### config.mk
export PLATFORM = sky130hd
export DESIGN_NAME = bw_io_ddr_impctl_cal
export DESIGN_NICKNAME = d
export VERILOG_FILES = /design/src/rtl/bw_io_ddr_pkg.sv /design/src/rtl/bw_io_ddr_impctl_vote.sv /design/src/rtl/bw_io_ddr_impctl_cal.sv
export SDC_FILE = /design/constraint.sdc
export NUM_CORES = 1
export LEC_CHECK = 0
export ABC_AREA = 1
export BUFFER_PORTS_ARGS = -buffer_cell sky130_fd_sc_hd__buf_2
export CAP_MARGIN = 20
export CORE_UTILIZATION = 53
export DETAILED_ROUTE_END_ITERATION = 8
export PLACE_DENSITY = 0.77
export SYNTH_ARGS = -nofsm -noshare
export SYNTH_HDL_FRONTEND = slang
export SYNTH_SLANG_ARGS = --single-unit
### constraint.sdc
create_clock -name rclk -period 2.1 [get_ports rclk]
set_clock_uncertainty 0.1 [all_clocks]
set_input_delay 0.42 -clock rclk [delete_from_list [all_inputs] [get_ports rclk]]
set_output_delay 0.42 -clock rclk [all_outputs]
set_load 0.005 [all_outputs]
### src/rtl/bw_io_ddr_pkg.sv
// Shared definitions for the DDR pad impedance calibration blocks.
package bw_io_ddr_pkg;

  // Calibration sequencer states.
  typedef enum logic [1:0] {
    IDLE   = 2'd0,
    SETTLE = 2'd1,
    SAMPLE = 2'd2,
    STEP   = 2'd3
  } cal_state_t;

  // Widest impedance code the midpoint helper supports.
  localparam int MAX_CODE_W = 32;

  // Midpoint of a code range (2^(code_w-1)), used as the reset code.
  function automatic logic [MAX_CODE_W-1:0] mid_code(input int code_w);
    return 32'd1 << (code_w - 1);
  endfunction

endpackage

### src/rtl/bw_io_ddr_impctl_vote.sv
// Comparator vote filter: a signed count of consecutive same-direction votes,
// clamped at +/-FILT_DEPTH, restarted from zero whenever the vote direction flips.
module bw_io_ddr_impctl_vote #(
  parameter int FILT_DEPTH = 4
) (
  input  logic rclk,
  input  logic rst,
  input  logic clear,
  input  logic sample,
  input  logic vote_up,
  output logic at_pos,
  output logic hit_lim
);

  localparam int CW = $clog2(FILT_DEPTH + 1) + 1;
  localparam logic signed [CW-1:0] LIM_POS = CW'(FILT_DEPTH);
  localparam logic signed [CW-1:0] LIM_NEG = -LIM_POS;

  logic signed [CW-1:0] count;
  logic signed [CW-1:0] base;
  logic signed [CW-1:0] count_nxt;
  logic                 is_neg;
  logic                 is_pos;

  // Next count: an opposing vote first drops the count to zero, then applies.
  always_comb begin
    is_neg    = count[CW-1];
    is_pos    = !count[CW-1] && (count != '0);
    base      = count;
    count_nxt = count;
    if (vote_up) begin
      if (is_neg) base = '0;
      count_nxt = (base == LIM_POS) ? base : base + CW'(1);
    end else begin
      if (is_pos) base = '0;
      count_nxt = (base == LIM_NEG) ? base : base - CW'(1);
    end
  end

  assign at_pos  = (count == LIM_POS);
  assign hit_lim = sample && ((count_nxt == LIM_POS) || (count_nxt == LIM_NEG));

  // Vote count register; clear wins over a sample in the same cycle.
  always_ff @(posedge rclk) begin
    if (rst || clear) begin
      count <= '0;
    end else if (sample) begin
      count <= count_nxt;
    end
  end

endmodule

### src/rtl/bw_io_ddr_impctl_cal.sv
// Impedance calibration controller for one pullup or pulldown leg group.
// Tracks the pad comparator with a filtered up/down code and forwards it to
// the driver legs unless frozen; a CSR write overrides both codes.
module bw_io_ddr_impctl_cal
  import bw_io_ddr_pkg::*;
#(
  parameter int CODE_W     = 8,
  parameter int FILT_DEPTH = 4,
  parameter int SETTLE_CYC = 7,
  parameter int DELTA_THR  = 2
) (
  input  logic              rclk,
  input  logic              rst,
  input  logic              cal_en,
  input  logic              cmp_in,
  input  logic              freeze,
  input  logic              we_csr,
  input  logic [CODE_W-1:0] from_csr,
  output logic [CODE_W-1:0] z,
  output logic [CODE_W-1:0] to_csr,
  output logic              deltabit,
  output logic              locked,
  output logic              update_pulse
);

  localparam logic [CODE_W-1:0] MID_CODE    = CODE_W'(mid_code(CODE_W));
  localparam int                SCW         = (SETTLE_CYC > 1) ? $clog2(SETTLE_CYC) : 1;
  localparam logic [SCW-1:0]    SETTLE_LAST = SCW'(SETTLE_CYC - 1);
  localparam logic [CODE_W:0]   DELTA_LIM   = (CODE_W + 1)'(DELTA_THR);

  cal_state_t        state;
  cal_state_t        state_nxt;
  logic [SCW-1:0]    settle_cnt;
  logic [1:0]        rev_cnt;
  logic              dir_valid;
  logic              dir_down;
  logic              vote_clear;
  logic              vote_sample;
  logic              vote_at_pos;
  logic              vote_hit;
  logic              settle_done;
  logic              at_limit;
  logic              step_ok;
  logic              reversal;
  logic [CODE_W-1:0] code_step;
  logic [CODE_W:0]   diff;
  logic [CODE_W:0]   mag;
  logic              delta_hit;

  assign vote_clear  = (state == IDLE) || (state == STEP) || we_csr || !cal_en;
  assign vote_sample = (state == SAMPLE);
  assign locked      = (rev_cnt == 2'd2);

  bw_io_ddr_impctl_vote #(
    .FILT_DEPTH(FILT_DEPTH)
  ) u_vote (
    .rclk   (rclk),
    .rst    (rst),
    .clear  (vote_clear),
    .sample (vote_sample),
    .vote_up(cmp_in),
    .at_pos (vote_at_pos),
    .hit_lim(vote_hit)
  );

  // Next state: CSR write overrides a disable, which overrides normal sequencing.
  always_comb begin
    state_nxt = state;
    case (state)
      IDLE:    if (cal_en) state_nxt = SETTLE;
      SETTLE:  if (settle_done) state_nxt = SAMPLE;
      SAMPLE:  state_nxt = vote_hit ? STEP : SETTLE;
      STEP:    state_nxt = SETTLE;
      default: state_nxt = IDLE;
    endcase
    if (!cal_en) state_nxt = IDLE;
    if (we_csr)  state_nxt = cal_en ? SETTLE : IDLE;
  end

  // Step direction, saturation, reversal detection and code distance.
  always_comb begin
    settle_done = (settle_cnt == SETTLE_LAST);
    at_limit    = vote_at_pos ? (to_csr == '0) : (to_csr == {CODE_W{1'b1}});
    step_ok     = (state == STEP) && !at_limit;
    code_step   = vote_at_pos ? (to_csr - CODE_W'(1)) : (to_csr + CODE_W'(1));
    reversal    = step_ok && dir_valid && (dir_down != vote_at_pos);
    diff        = {1'b0, to_csr} - {1'b0, z};
    mag         = diff[CODE_W] ? (~diff + 1'b1) : diff;
    delta_hit   = (mag >= DELTA_LIM);
  end

  // State register.
  always_ff @(posedge rclk) begin
    if (rst) begin
      state <= IDLE;
    end else begin
      state <= state_nxt;
    end
  end

  // Settle timer, code registers, step history and status outputs.
  always_ff @(posedge rclk) begin
    if (rst) begin
      settle_cnt   <= '0;
      to_csr       <= MID_CODE;
      z            <= MID_CODE;
      update_pulse <= 1'b0;
      deltabit     <= 1'b0;
      dir_valid    <= 1'b0;
      dir_down     <= 1'b0;
      rev_cnt      <= '0;
    end else begin
      settle_cnt   <= ((state == SETTLE) && (state_nxt == SETTLE) && !we_csr)
                      ? settle_cnt + SCW'(1) : '0;
      deltabit     <= delta_hit;
      update_pulse <= 1'b0;
      if (we_csr) begin
        to_csr       <= from_csr;
        z            <= from_csr;
        update_pulse <= (z != from_csr);
        dir_valid    <= 1'b0;
        rev_cnt      <= '0;
      end else if (!cal_en) begin
        dir_valid <= 1'b0;
        rev_cnt   <= '0;
      end else begin
        if (step_ok) begin
          to_csr    <= code_step;
          dir_valid <= 1'b1;
          dir_down  <= vote_at_pos;
          if (reversal && (rev_cnt != 2'd2)) rev_cnt <= rev_cnt + 2'd1;
        end
        if (!freeze && (z != to_csr)) begin
          z            <= to_csr;
          update_pulse <= 1'b1;
        end
      end
    end
  end

endmodule

**Word level (Yosys, flattened, before mapping)**

Cells that the tools add are included.
W data, S select, Z words.

- Register bits: 31
- Input bits: 14
- Output and inout bits: 19
- Logic and storage cells: 96

- Add/sub/neg operators: 8
- $lt $le $gt $ge: 1
- Equal/unequal tests: 16
- Mux-type cells: 25
- Bitwise logic cells: 4
- Reduce and logical (&&, ||, !) cells: 32

Operator list:

| cell | count |
|---|---|
| $mux W8 | 7 |
| $mux W4 | 6 |
| $ne A8 B8 Y1 | 2 |
| $eq A4 B4 Y1 const B | 3 |
| $add A9 B1 Y9 const B | 1 |
| $ge A9 B2 Y1 const B | 1 |
| $logic_and A1 B1 Y1 | 9 |
| $mux W9 | 1 |
| $not A9 Y9 | 1 |
| $sub A8 B8 Y9 | 1 |
| $add A8 B1 Y8 const B | 1 |
| $eq A4 B3 Y1 const B | 2 |
| $eq A8 B8 Y1 const B | 1 |
| $logic_not A8 Y1 | 1 |
| $mux W2 | 4 |
| $sub A8 B1 Y8 const B | 1 |
| $eq A2 B2 Y1 const B | 3 |
| $pmux W2 S3 | 1 |
| $reduce_and A2 Y1 | 3 |
| $reduce_bool A2 Y1 | 3 |
| $logic_not A1 Y1 | 5 |
| $logic_or A1 B1 Y1 | 5 |
| $mux W1 | 5 |
| $add A4 B2 Y4 const B | 1 |
| other kinds (14) | 18 |

**Longest topological paths before layout**

Gate-level depths: netlist (run 1).

- Depth after elaboration: 19
- Mapped depth: 18
- Mapped depth without buffers: 18

**By module**

A second synthesis (run 1) with hierarchy kept.

- Cell total of the unflattened synthesis: 408
- Area, all modules: 2668.8 um^2

By module, submodules not included:

| module | instances | cells each | area an instance (um^2) | seq. area each (um^2) |
|---|---|---|---|---|
| bw_io_ddr_impctl_cal | 1 | 338 | 2244.7 | 540.5 |
| bw_io_ddr_impctl_vote | 1 | 70 | 424.2 | 80.1 |

**Worst setup path after synthesis (run 1)**

Ideal clock, no wire load.

- Path type: reg2reg
- Start: register to_csr[0]
- End: register deltabit
- Setup time: 0.128 ns
- Arrival time: 2.121 ns
- Data required time: 1.872 ns
- Setup slack: -0.248 ns
- Cell stages (with the launch flop): 18
- Cell sequence: dfxtp_1 inv_1 ha_1 inv_1 fa_1 inv_1 ha_1 inv_1 a21oi_1 nand2_1 nor2_1 nand2_1 nand2_1 nand3_1 nand2_1 inv_1 nor2_1 nor2_1

- Word-level cells in the longest chain between the ends: 5

Ends and longest elaborated chain:

| what | RTL line | RTL |
|---|---|---|
| from (decl) | bw_io_ddr_impctl_cal.sv:20 | `output logic [CODE_W-1:0] to_csr,` |
| from (signal assigned) | bw_io_ddr_impctl_cal.sv:118 | `to_csr <= from_csr;` |
| from (signal assigned) | bw_io_ddr_impctl_cal.sv:128 | `to_csr <= code_step;` |
| $sub A8 B8 Y9 (*) | bw_io_ddr_impctl_cal.sv:87 | `diff = {1'b0, to_csr} - {1'b0, z};` |
| $not A9 Y9 | bw_io_ddr_impctl_cal.sv:88 | `mag = diff[CODE_W] ? (~diff + 1'b1) : diff;` |
| $add A9 B1 Y9 | bw_io_ddr_impctl_cal.sv:88 |  |
| $mux W9 (*) | bw_io_ddr_impctl_cal.sv:88 |  |
| $ge A9 B2 Y1 (*) | bw_io_ddr_impctl_cal.sv:89 | `delta_hit = (mag >= DELTA_LIM);` |
| to (signal assigned) | bw_io_ddr_impctl_cal.sv:115 | `deltabit <= delta_hit;` |
| to (decl) | bw_io_ddr_impctl_cal.sv:21 | `output logic deltabit,` |

Every way passes the cells marked *; elsewhere a longest branch is shown, timed or not.
A chain may end at the register's enable or synchronous reset.

**Final worst setup path (run 1)**

Ends and elaborated chain as after synthesis.

==> results of run 1 <==
[power groups by stage]
| stage | Combinational [mW] | Sequential (mW) | Clock [mW] |
|---|---|---|---|
| 6_report | 0.581 | 0.627 | 0.621 |
| 5_1_grt | 0.660 | 0.629 | 0.657 |
| 4_1_cts | 0.568 | 0.626 | 0.627 |
| 3_5_place_dp | 0.543 | 0.640 | 0 |
| 3_3_place_gp | 0.532 | 0.638 | 0 |
| 2_1_floorplan | 0.343 | 0.652 | 0 |
[worst paths after layout]
| check | to | slack (ps) | cells past startpoint |
|---|---|---|---|
| min reg2reg | settle_cnt[0]$_SDFF_PP0_ | 350 | 1 |
| max reg2reg | deltabit$_SDFF_PP0_ | -90 | 17 |
| min | settle_cnt[0]$_SDFF_PP0_ | 350 | 1 |
| max | deltabit$_SDFF_PP0_ | -90 | 17 |
[cell families after synthesis]
group,Yosys count
AOI/OAI and AO/OA,69
xor gates and xnor gates,11
adders and majority gates,27
buffers and inverters,61
DFF,31
muxes,1
and+or+nand+nor,190
[synth_stat cells, types with 5 or more instances]
library cell / count
o21ai_0: 16
xor2_1: 6
dfxtp_1: 31
xnor2_1: 5
nand2_1: 111
inv_1: 56
ha_1: 25
nand4_1: 6
a31oi_1: 8
nand3_1: 25
a21oi_1: 32
nor2_1: 31
[state kept, by name, indices dropped and copies added, names as in the netlist]
register,cells
u_vote.count,4
rev_cnt,2
z,8
settle_cnt,3
update_pulse,1
deltabit,1
dir_down,1
state,2
to_csr,8
dir_valid,1
[cell type report]
class / instances / share of cell area
inverters: 57 / 0.0640
clock inverters: 2 / 0.0102
multi-input cells: 298 / 0.535
well taps: 52 / 0.0190
flip-flops and latches: 31 / 0.184
repair buffers: 85 / 0.163
clock buffers: 6 / 0.0241
[per-layer routing]
layer / vias up / routed length, microns / global-route usage
li1: 1468 / - / -
met5: - / 0 / 0
met3: 16 / 353 / 0.0549
met2: 83 / 3210 / 0.470
met1: 1267 / 3100 / 0.363
met4: 0 / 163 / 0.107
[what timing repair did]
action / in CTS / in global routing
gates resized for setup: 18 / 30
hold buffers: 0 / 0
endpoints found under the hold margin: 0 / 0
setup endpoints to repair: 9 / 23
buffers inserted: 1 / 2
pin swaps: 8 / 17
[cell usage in the layout (no fill, tap or decap), types with 2 or more instances in the layout]
cell	n
ha_4	2
a21oi_2	6
a21boi_0	2
ha_2	2
xor2_1	5
buf_4	53
o41ai_1	2
dfxtp_1	25
o21ai_2	3
buf_2	32
nor2_4	3
a31oi_1	8
inv_1	46
clkbuf_8	6
dfxtp_2	5
nor4_1	3
nand2_2	2
nor2_2	4
a21oi_1	26
o21ai_0	8
nand3_2	2
nor2_1	26
inv_2	9
inv_4	2
o21a_1	2
o21ai_1	5
nand2_1	109
nand3_1	23
nand3b_1	4
ha_1	21
a211oi_1	2
nand4_1	6
xnor2_1	5
==> out/qor.txt, run 1 <==
# fillers = 320
placement-stage cell area = 3160 sq um
final WL = 6820 microns
RSZ-0062 raised after global routing = true
EDFF count, synth = 0
CP max stage delay = 410 ps
Die Y = 71.4 microns
Crit Path Max Fanout = 3
flops & latches, synth = 31
Startpoint Class = flip-flop
Lkg Pwr = 1.71 nW
DR iter-0 viols = 199
post-place setup slack = -124 ps
Finished Cell Area = 3420 sq um
Pint = 1.24 mW
# port buffers = 32
multi-input logic area = 1830 sq um
worst endpoint data arrival time = 2260 ps
r2r startpoint = to_csr[0]$_SDFFE_PP0P_
Switch Pwr = 0.586 mW
final hold vios = 0
final HPWL from detailed placement = 5210 microns
DR vias/cell = 5.34
VDD IR max = 0.000371 V
Crit path max-delay family = adder cells
mapped cell area = 2550 sq um
core area = 4500 sq um
initial antenna violation count = 0
slew margin rel. = 0.715
Slowest-stage cell, CP = fa_1
status = finished, violations left
die area = 5100 sq um
Vias = 2,834
pin count of the biggest net entering global routing = 22
Reg power frac = 0.343
MaxCap Viol Count = 0
dpl cells = 520
most used cell, CP = nand2_1
Synth Area in Adders = 0.138
failing checks = negative setup slack
max-slew violation count = 0
clock latency on the worst-skew pair = 290 ps
crit path from = to_csr[0]$_SDFFE_PP0P_
combinational share of power = 0.318
sequential cell area fraction in the yosys report = 0.243
H-Tree Depth = 2
clock sink count = 31
multiplexer share of the synthesized area = 0.00392
Critical path buffers and inverters = 5
Worst Tran Pin Value = 427 ps
Mapped Cells = 390
die width = 71.4 microns
class of the worst hold path = reg -> reg
syn_nets = 431
WP data required = 2170 ps
Routed Antenna Nets = 0
worst setup margin = -90.9 ps
main combinational cell family by area after synthesis = simple AND/OR/NAND/NOR gates
CTS buffer count = 5
leading area contributor after synthesis = dfxtp_1
post-synthesis compound-gate area fraction = 0.154
WS Path Type = reg -> reg
io pins = 33
All-Layer GR Usage = 0.283
# setup viols final = 3
row count = 24
grt ovf = 0
synth top area cells = dfxtp_1 24%, nand2_1 16%, ha_1 12%
drc violations = 0
Area Overhead vs Synth = 33.8%
worst-path cell chain = inv_4, ha_4, inv_2, fa_1, inv_2, ha_4, inv_1, a21oi_1, nand2_1, nor2_1, nand2_1, nand2_1, nand3_1, nand2_1, inv_1, nor2_1, nor2_1
xor/xnor cell area share of the yosys netlist = 0.0377
Final nets = 519
layout cells sized above 1 = 0.301
final period utilization = 1.04
Fin Setup TNS = -134 ps
clock network power share = 0.339
PwrDens = 535 nW/um^2
CTS Buffer Depth = 2
Max Fclk = 0.456 GHz
fin cells = 531
Crit. End Element = flip-flop
HP Start = settle_cnt[0]$_SDFF_PP0_
DRT Pass-1 Iters = 4
Reg clk slew, reported paths = 70 ps
gpl congestion = 0.933
Synth cell types = 36
total power = 1.83 mW
Main synth FF type = dfxtp_1
Sw Share = 0.320
Seq. cell area = 631 sq um
synth warn = 0
CTS tree = built
Async S/R FF share, synth = 0
final core utilization = 0.759
Root Buffer = clkbuf_8
vias in the first global route = 2,597
starting density of the core = 0.567
per-cell routed wire length = 12.8 microns
first-pass GRT wire length = 11,300 microns
min Tclk post-route = 2190 ps
Avg Inst Size Synth = 6.55 sq um
post-synth top area share = 0.243
ANT cells = 0
hold slack = 346 ps
simple logic cell fraction of the synthesized area = 0.334
Note: power is estimated with default switching activity, not from simulation.
==> run 2: changes to the inputs <==
--- a/config.mk
+++ b/config.mk
@@ -6,11 +6,12 @@
 export NUM_CORES = 1
 export LEC_CHECK = 0
 export ABC_AREA = 1
-export BUFFER_PORTS_ARGS = -buffer_cell sky130_fd_sc_hd__buf_2
 export CAP_MARGIN = 20
-export CORE_UTILIZATION = 53
+export CORE_UTILIZATION = 55
 export DETAILED_ROUTE_END_ITERATION = 8
-export PLACE_DENSITY = 0.77
+export DONT_BUFFER_PORTS = 1
+export PLACE_DENSITY = 0.73
 export SYNTH_ARGS = -nofsm -noshare
 export SYNTH_HDL_FRONTEND = slang
 export SYNTH_SLANG_ARGS = --single-unit
+export TNS_END_PERCENT = 20
==> run 2 against run 1 <==
  * The run still ends with negative setup slack left
  * Total power is 10% lower
  * Fmax shrank 0.27%
  * Utilization shrank 3.9 points
  * Sequential share of layout area increased by 1.3 points
  * Highest routed layer unchanged
==> out/qor.txt, run 2 (synthesis gave the netlist of run 1 again) <==
reg-to-reg endpoint = deltabit$_SDFF_PP0_
CTS tree = built
Routed Antenna Nets = 0
most frequent cells in the layout = 108 x nand2_1, 49 x inv_1, 44 x buf_4
first-pass GRT wire length = 11,200 microns
row count = 24
final period utilization = 1.05
reg2reg path depth = 15
Startpoint Class = flip-flop
placement-stage cell area = 2950 sq um
starting density of the core = 0.579
ANT cells = 0
All-Layer GR Usage = 0.283
Crit. End Element = flip-flop
r2r startpoint = to_csr[0]$_SDFFE_PP0P_
worst endpoint data arrival time = 2280 ps
WHS Endpoint = to_csr[2]$_SDFFE_PP0P_
HP Start = rst
Seq. cell area = 628 sq um
core area = 4410 sq um
clock network power share = 0.289
combinational share of power = 0.329
gpl congestion = 0.885
class of the worst hold path = in -> reg
initial antenna violation count = 0
io pins = 33
pin count of the biggest net entering global routing = 22
Die Y = 70.2 microns
worst hold stages = 1
final hold vios = 0
per-cell routed wire length = 13.6 microns
Max Fclk = 0.455 GHz
Regs by FF count = to_csr (8), z (8), u_vote.count (4)
WP data required = 2180 ps
# fillers = 403
H-Tree Depth = 2
Lkg Pwr = 1.51 nW
final HPWL from detailed placement = 5140 microns
grt ovf = 0
Pint = 1.09 mW
multi-input logic area = 1840 sq um
RSZ-0062 raised after global routing = true
Worst Tran Pin Value = 377 ps
Reg clk slew, reported paths = 70 ps
DR vias/cell = 5.53
status = finished, violations left
Vias = 2,708
final core utilization = 0.720
CTS Buffer Depth = 2
layout cells sized above 1 = 0.224
PwrDens = 517 nW/um^2
die width = 70.2 microns
FF-to-FF setup slack = -100 ps
CTS buffer count = 5
Sw Share = 0.334
DR iter-0 viols = 220
clock latency on the worst-skew pair = 280 ps
failing checks = negative setup slack
Crit Path Max Fanout = 2
Area Overhead vs Synth = 24.4%
slew margin rel. = 0.745
max-slew violation count = 0
vias in the first global route = 2,582
CTS Hold Buffers Added = 0
# setup viols final = 5
worst setup margin = -96.8 ps
DRT Pass-1 Iters = 4
dpl cells = 481
Root Buffer = clkbuf_8
final WL = 6680 microns
MaxCap Viol Count = 0
clock sink count = 31
Final nets = 479
Reg power frac = 0.381
die area = 4920 sq um
WS Path Type = reg -> reg
Finished Cell Area = 3180 sq um
# port buffers = 0
commonest non-fill, non-tap cell in the layout = nand2_1
VDD IR max = 0.000375 V
Switch Pwr = 0.548 mW
drc violations = 0
fin cells = 490
total power = 1.64 mW
min Tclk post-route = 2200 ps
## run 2: cell count changes in the layout (fill, tap and decap cells not counted), moves of 2 or more
cell,delta
buf_4,-9
inv_2,-2
ha_4,+2
buf_2,-32
dfxtp_2,-2
dfxtp_1,+2
inv_1,+3
ha_2,-2
## run 2: how the worst max path moves through the flow
| stage | startpoint | end | slack [ps] | cells past startpoint |
|---|---|---|---|---|
| after floorplan | to_csr[0]$_SDFFE_PP0P_ | deltabit$_SDFF_PP0_ | -70 | 17 |
| after global placement | to_csr[0]$_SDFFE_PP0P_ | deltabit$_SDFF_PP0_ | -110 | 14 |
| after detailed placement | to_csr[0]$_SDFFE_PP0P_ | deltabit$_SDFF_PP0_ | -150 | 15 |
| after CTS | to_csr[0]$_SDFFE_PP0P_ | deltabit$_SDFF_PP0_ | -100 | 15 |
| after global routing | to_csr[0]$_SDFFE_PP0P_ | deltabit$_SDFF_PP0_ | -280 | 15 |
| final | to_csr[0]$_SDFFE_PP0P_ | deltabit$_SDFF_PP0_ | -100 | 15 |
## run 2: worst max-delay path, stage by stage (launching register included)
cell and delay (ps):
dfxtp_4 350, inv_4 60, ha_4 120, inv_2 40, fa_2 520, inv_2 50, ha_4 200, nand3b_1 150
nor2_1 90, nand2_1 60, nand2_1 50, nand2_1 50, nor2_1 80, nand3_1 80, nor2_1 90, nor2_1 40
## run 2: routing by layer
layer  up-vias  wire (microns)  track usage
met5         -               0            0
met4         0              82       0.0711
met3        14             452       0.0635
met2        95            3270        0.496
met1      1225            2870        0.348
li1       1374               -            -
## run 2: timing repair
item,4_1_cts,5_1_grt
buffers inserted,1,1
cloned,0,0
pin swaps,4,9
gates resized for setup,14,27
endpoints found under the setup margin,8,18
endpoints found under the hold margin,0,0
## run 2: power groups by stage
| stage | combinational (mW) | clock [mW] | sequential, mW |
|---|---|---|---|
| finish | 0.541 | 0.475 | 0.626 |
| global route | 0.609 | 0.510 | 0.629 |
| CTS | 0.521 | 0.481 | 0.627 |
| detailed placement | 0.495 | 0 | 0.640 |
| global placement | 0.484 | 0 | 0.639 |
| floorplan | 0.343 | 0 | 0.652 |
## run 2: area by class of cell
| type | count | area share |
|---|---|---|
| Sequential cell | 31 | 0.198 |
| Multi-Input combinational cell | 298 | 0.579 |
| Timing Repair Buffer | 45 | 0.107 |
| Tap cell | 52 | 0.0205 |
| Clock buffer | 6 | 0.0260 |
| Clock inverter | 1 | 0.00157 |
| Inverter | 57 | 0.0681 |
## run 2: through the flow
step                setup slack, ps  hold WS (ps)  setup TNS, ps
floorplan                     -72.5           317          -96.8
global placement               -111           335           -293
detailed placement             -152           353           -750
CTS                           -97.7          95.5           -290
global route                   -277          83.1          -1230
finish                        -96.8          94.2           -259
==> run 3: changes to the inputs <==
--- a/config.mk
+++ b/config.mk
@@ -7,6 +7,7 @@
 export LEC_CHECK = 0
 export ABC_AREA = 1
 export CAP_MARGIN = 20
+export CORE_ASPECT_RATIO = 0.6
 export CORE_UTILIZATION = 55
 export DETAILED_ROUTE_END_ITERATION = 8
 export DONT_BUFFER_PORTS = 1
==> run 3 against run 2 <==
  * The run still ends with negative setup slack left
  * Final cell count grew 3.5%
  * Total power grew 13%
  * Clock power grew 40%
  * Largest cell class unchanged
  * Highest routed layer unchanged
==> out/qor.txt, run 3 (synthesis gave the netlist of run 1 again) <==
per-cell routed wire length = 14.3 microns
Reg clk slew, reported paths = 70 ps
commonest non-fill, non-tap cell in the layout = nand2_1
ANT cells = 0
Regs by FF count = to_csr (8), z (8), u_vote.count (4)
placement-stage cell area = 3000 sq um
final hold vios = 0
VDD IR max = 0.000378 V
Worst Tran Pin Value = 426 ps
grt ovf = 0
Vias = 2,756
CTS buffer count = 5
Startpoint Class = flip-flop
core area = 4280 sq um
Lkg Pwr = 1.57 nW
final HPWL from detailed placement = 5460 microns
DR iter-0 viols = 213
DRT Pass-1 Iters = 5
Routed Antenna Nets = 0
Switch Pwr = 0.581 mW
total power = 1.85 mW
Sw Share = 0.314
worst setup margin = -125 ps
WS Path Type = reg -> reg
# fillers = 307
class of the worst hold path = in -> reg
drc violations = 0
Max Fclk = 0.449 GHz
die width = 90.0 microns
All-Layer GR Usage = 0.299
Crit Path Max Fanout = 4
WP data required = 2230 ps
io pins = 33
Reg power frac = 0.339
clock sink count = 31
row count = 18
first-pass GRT wire length = 11,300 microns
clock network power share = 0.359
Finished Cell Area = 3300 sq um
final period utilization = 1.06
Die Y = 54.8 microns
combinational share of power = 0.303
gpl congestion = 0.883
PwrDens = 563 nW/um^2
# setup viols final = 1
most frequent cells in the layout = 106 x nand2_1, 51 x buf_4, 46 x inv_1
MaxCap Viol Count = 0
vias in the first global route = 2,440
Crit. End Element = flip-flop
RSZ-0062 raised after global routing = true
H-Tree Depth = 2
pin count of the biggest net entering global routing = 22
clock latency on the worst-skew pair = 280 ps
CTS Hold Buffers Added = 0
final WL = 7250 microns
max-slew violation count = 0
Pint = 1.27 mW
CTS tree = built
slew margin rel. = 0.714
failing checks = negative setup slack
status = finished, violations left
CTS Buffer Depth = 2
Root Buffer = clkbuf_8
worst endpoint data arrival time = 2350 ps
die area = 4930 sq um
Area Overhead vs Synth = 29.0%
# port buffers = 0
starting density of the core = 0.597
DR vias/cell = 5.44
min Tclk post-route = 2220 ps
layout cells sized above 1 = 0.248
initial antenna violation count = 0
Final nets = 487
## run 3: layout make-up
class | count | area (sq um) | share of cell area
sequential | 31 | 629 | 0.191
timing repair buffer | 53 | 405 | 0.123
tap | 60 | 75.1 | 0.0228
clock buffer | 7 | 97.6 | 0.0296
multi-input combinational | 298 | 1840 | 0.558
clock inverter | 1 | 30.0 | 0.00911
inverter | 57 | 219 | 0.0664
## run 3: power groups by stage
| stage | sequential (mW) | clock [mW] | combinational [mW] |
|---|---|---|---|
| 2_1_floorplan | 0.652 | 0 | 0.343 |
| 3_5_place_dp | 0.641 | 0 | 0.503 |
| 4_1_cts | 0.628 | 0.665 | 0.526 |
| 6_report | 0.628 | 0.665 | 0.561 |
| 3_3_place_gp | 0.640 | 0 | 0.490 |
| 5_1_grt | 0.631 | 0.706 | 0.635 |
## run 3: final timing paths
path | startpoint | to | slack [ps] | depth (start not counted)
max | to_csr[0]$_SDFFE_PP0P_ | deltabit$_SDFF_PP0_ | -120 | 15
min reg2reg | settle_cnt[0]$_SDFF_PP0_ | settle_cnt[0]$_SDFF_PP0_ | 360 | 1
max reg2reg | to_csr[0]$_SDFFE_PP0P_ | deltabit$_SDFF_PP0_ | -120 | 15
min | rst | to_csr[6]$_SDFFE_PP0P_ | 90 | 1
## run 3: critical path, cell delays in order, from the launching register on
cell     delay, ps
dfxtp_4        350
inv_4           60
ha_4           120
inv_2           30
fa_1           410
nand3_1        120
nand2_1        120
a21oi_1        180
xor2_1         250
buf_4          160
nand2_1         40
nand3_1         50
nand2_1         50
inv_1           40
nor2_1          40
nor2_1          60
## run 3: layer usage
layer / track usage / up-vias / share of wire
met5: 0 / - / 0
li1: - / 1398 / -
met3: 0.0625 / 6 / 0.082
met2: 0.527 / 113 / 0.45
met1: 0.394 / 1239 / 0.46
met4: 0.0457 / 0 / 0.0043
## run 3: what timing repair did
action | in CTS | in global routing
resized for setup | 7 | 41
endpoints found under the hold margin | 0 | 0
pin swaps | 2 | 6
setup endpoints to repair | 6 | 21
setup buffers | 1 | 4
cloned | 0 | 0
## run 3: stage by stage
step | TNS (ps) | cells | utilization | hold slack [ps] | worst slack, ps
2_1_floorplan | -96.8 | 390 | - | 317 | -72.5
3_3_place_gp | -230 | 494 | 0.700 | 331 | -110
3_5_place_dp | -416 | 494 | 0.700 | 352 | -199
4_1_cts | -196 | 503 | 0.736 | 94.3 | -111
5_1_grt | -933 | 507 | 0.770 | 78.8 | -311
6_report | -125 | 507 | 0.770 | 94.3 | -125
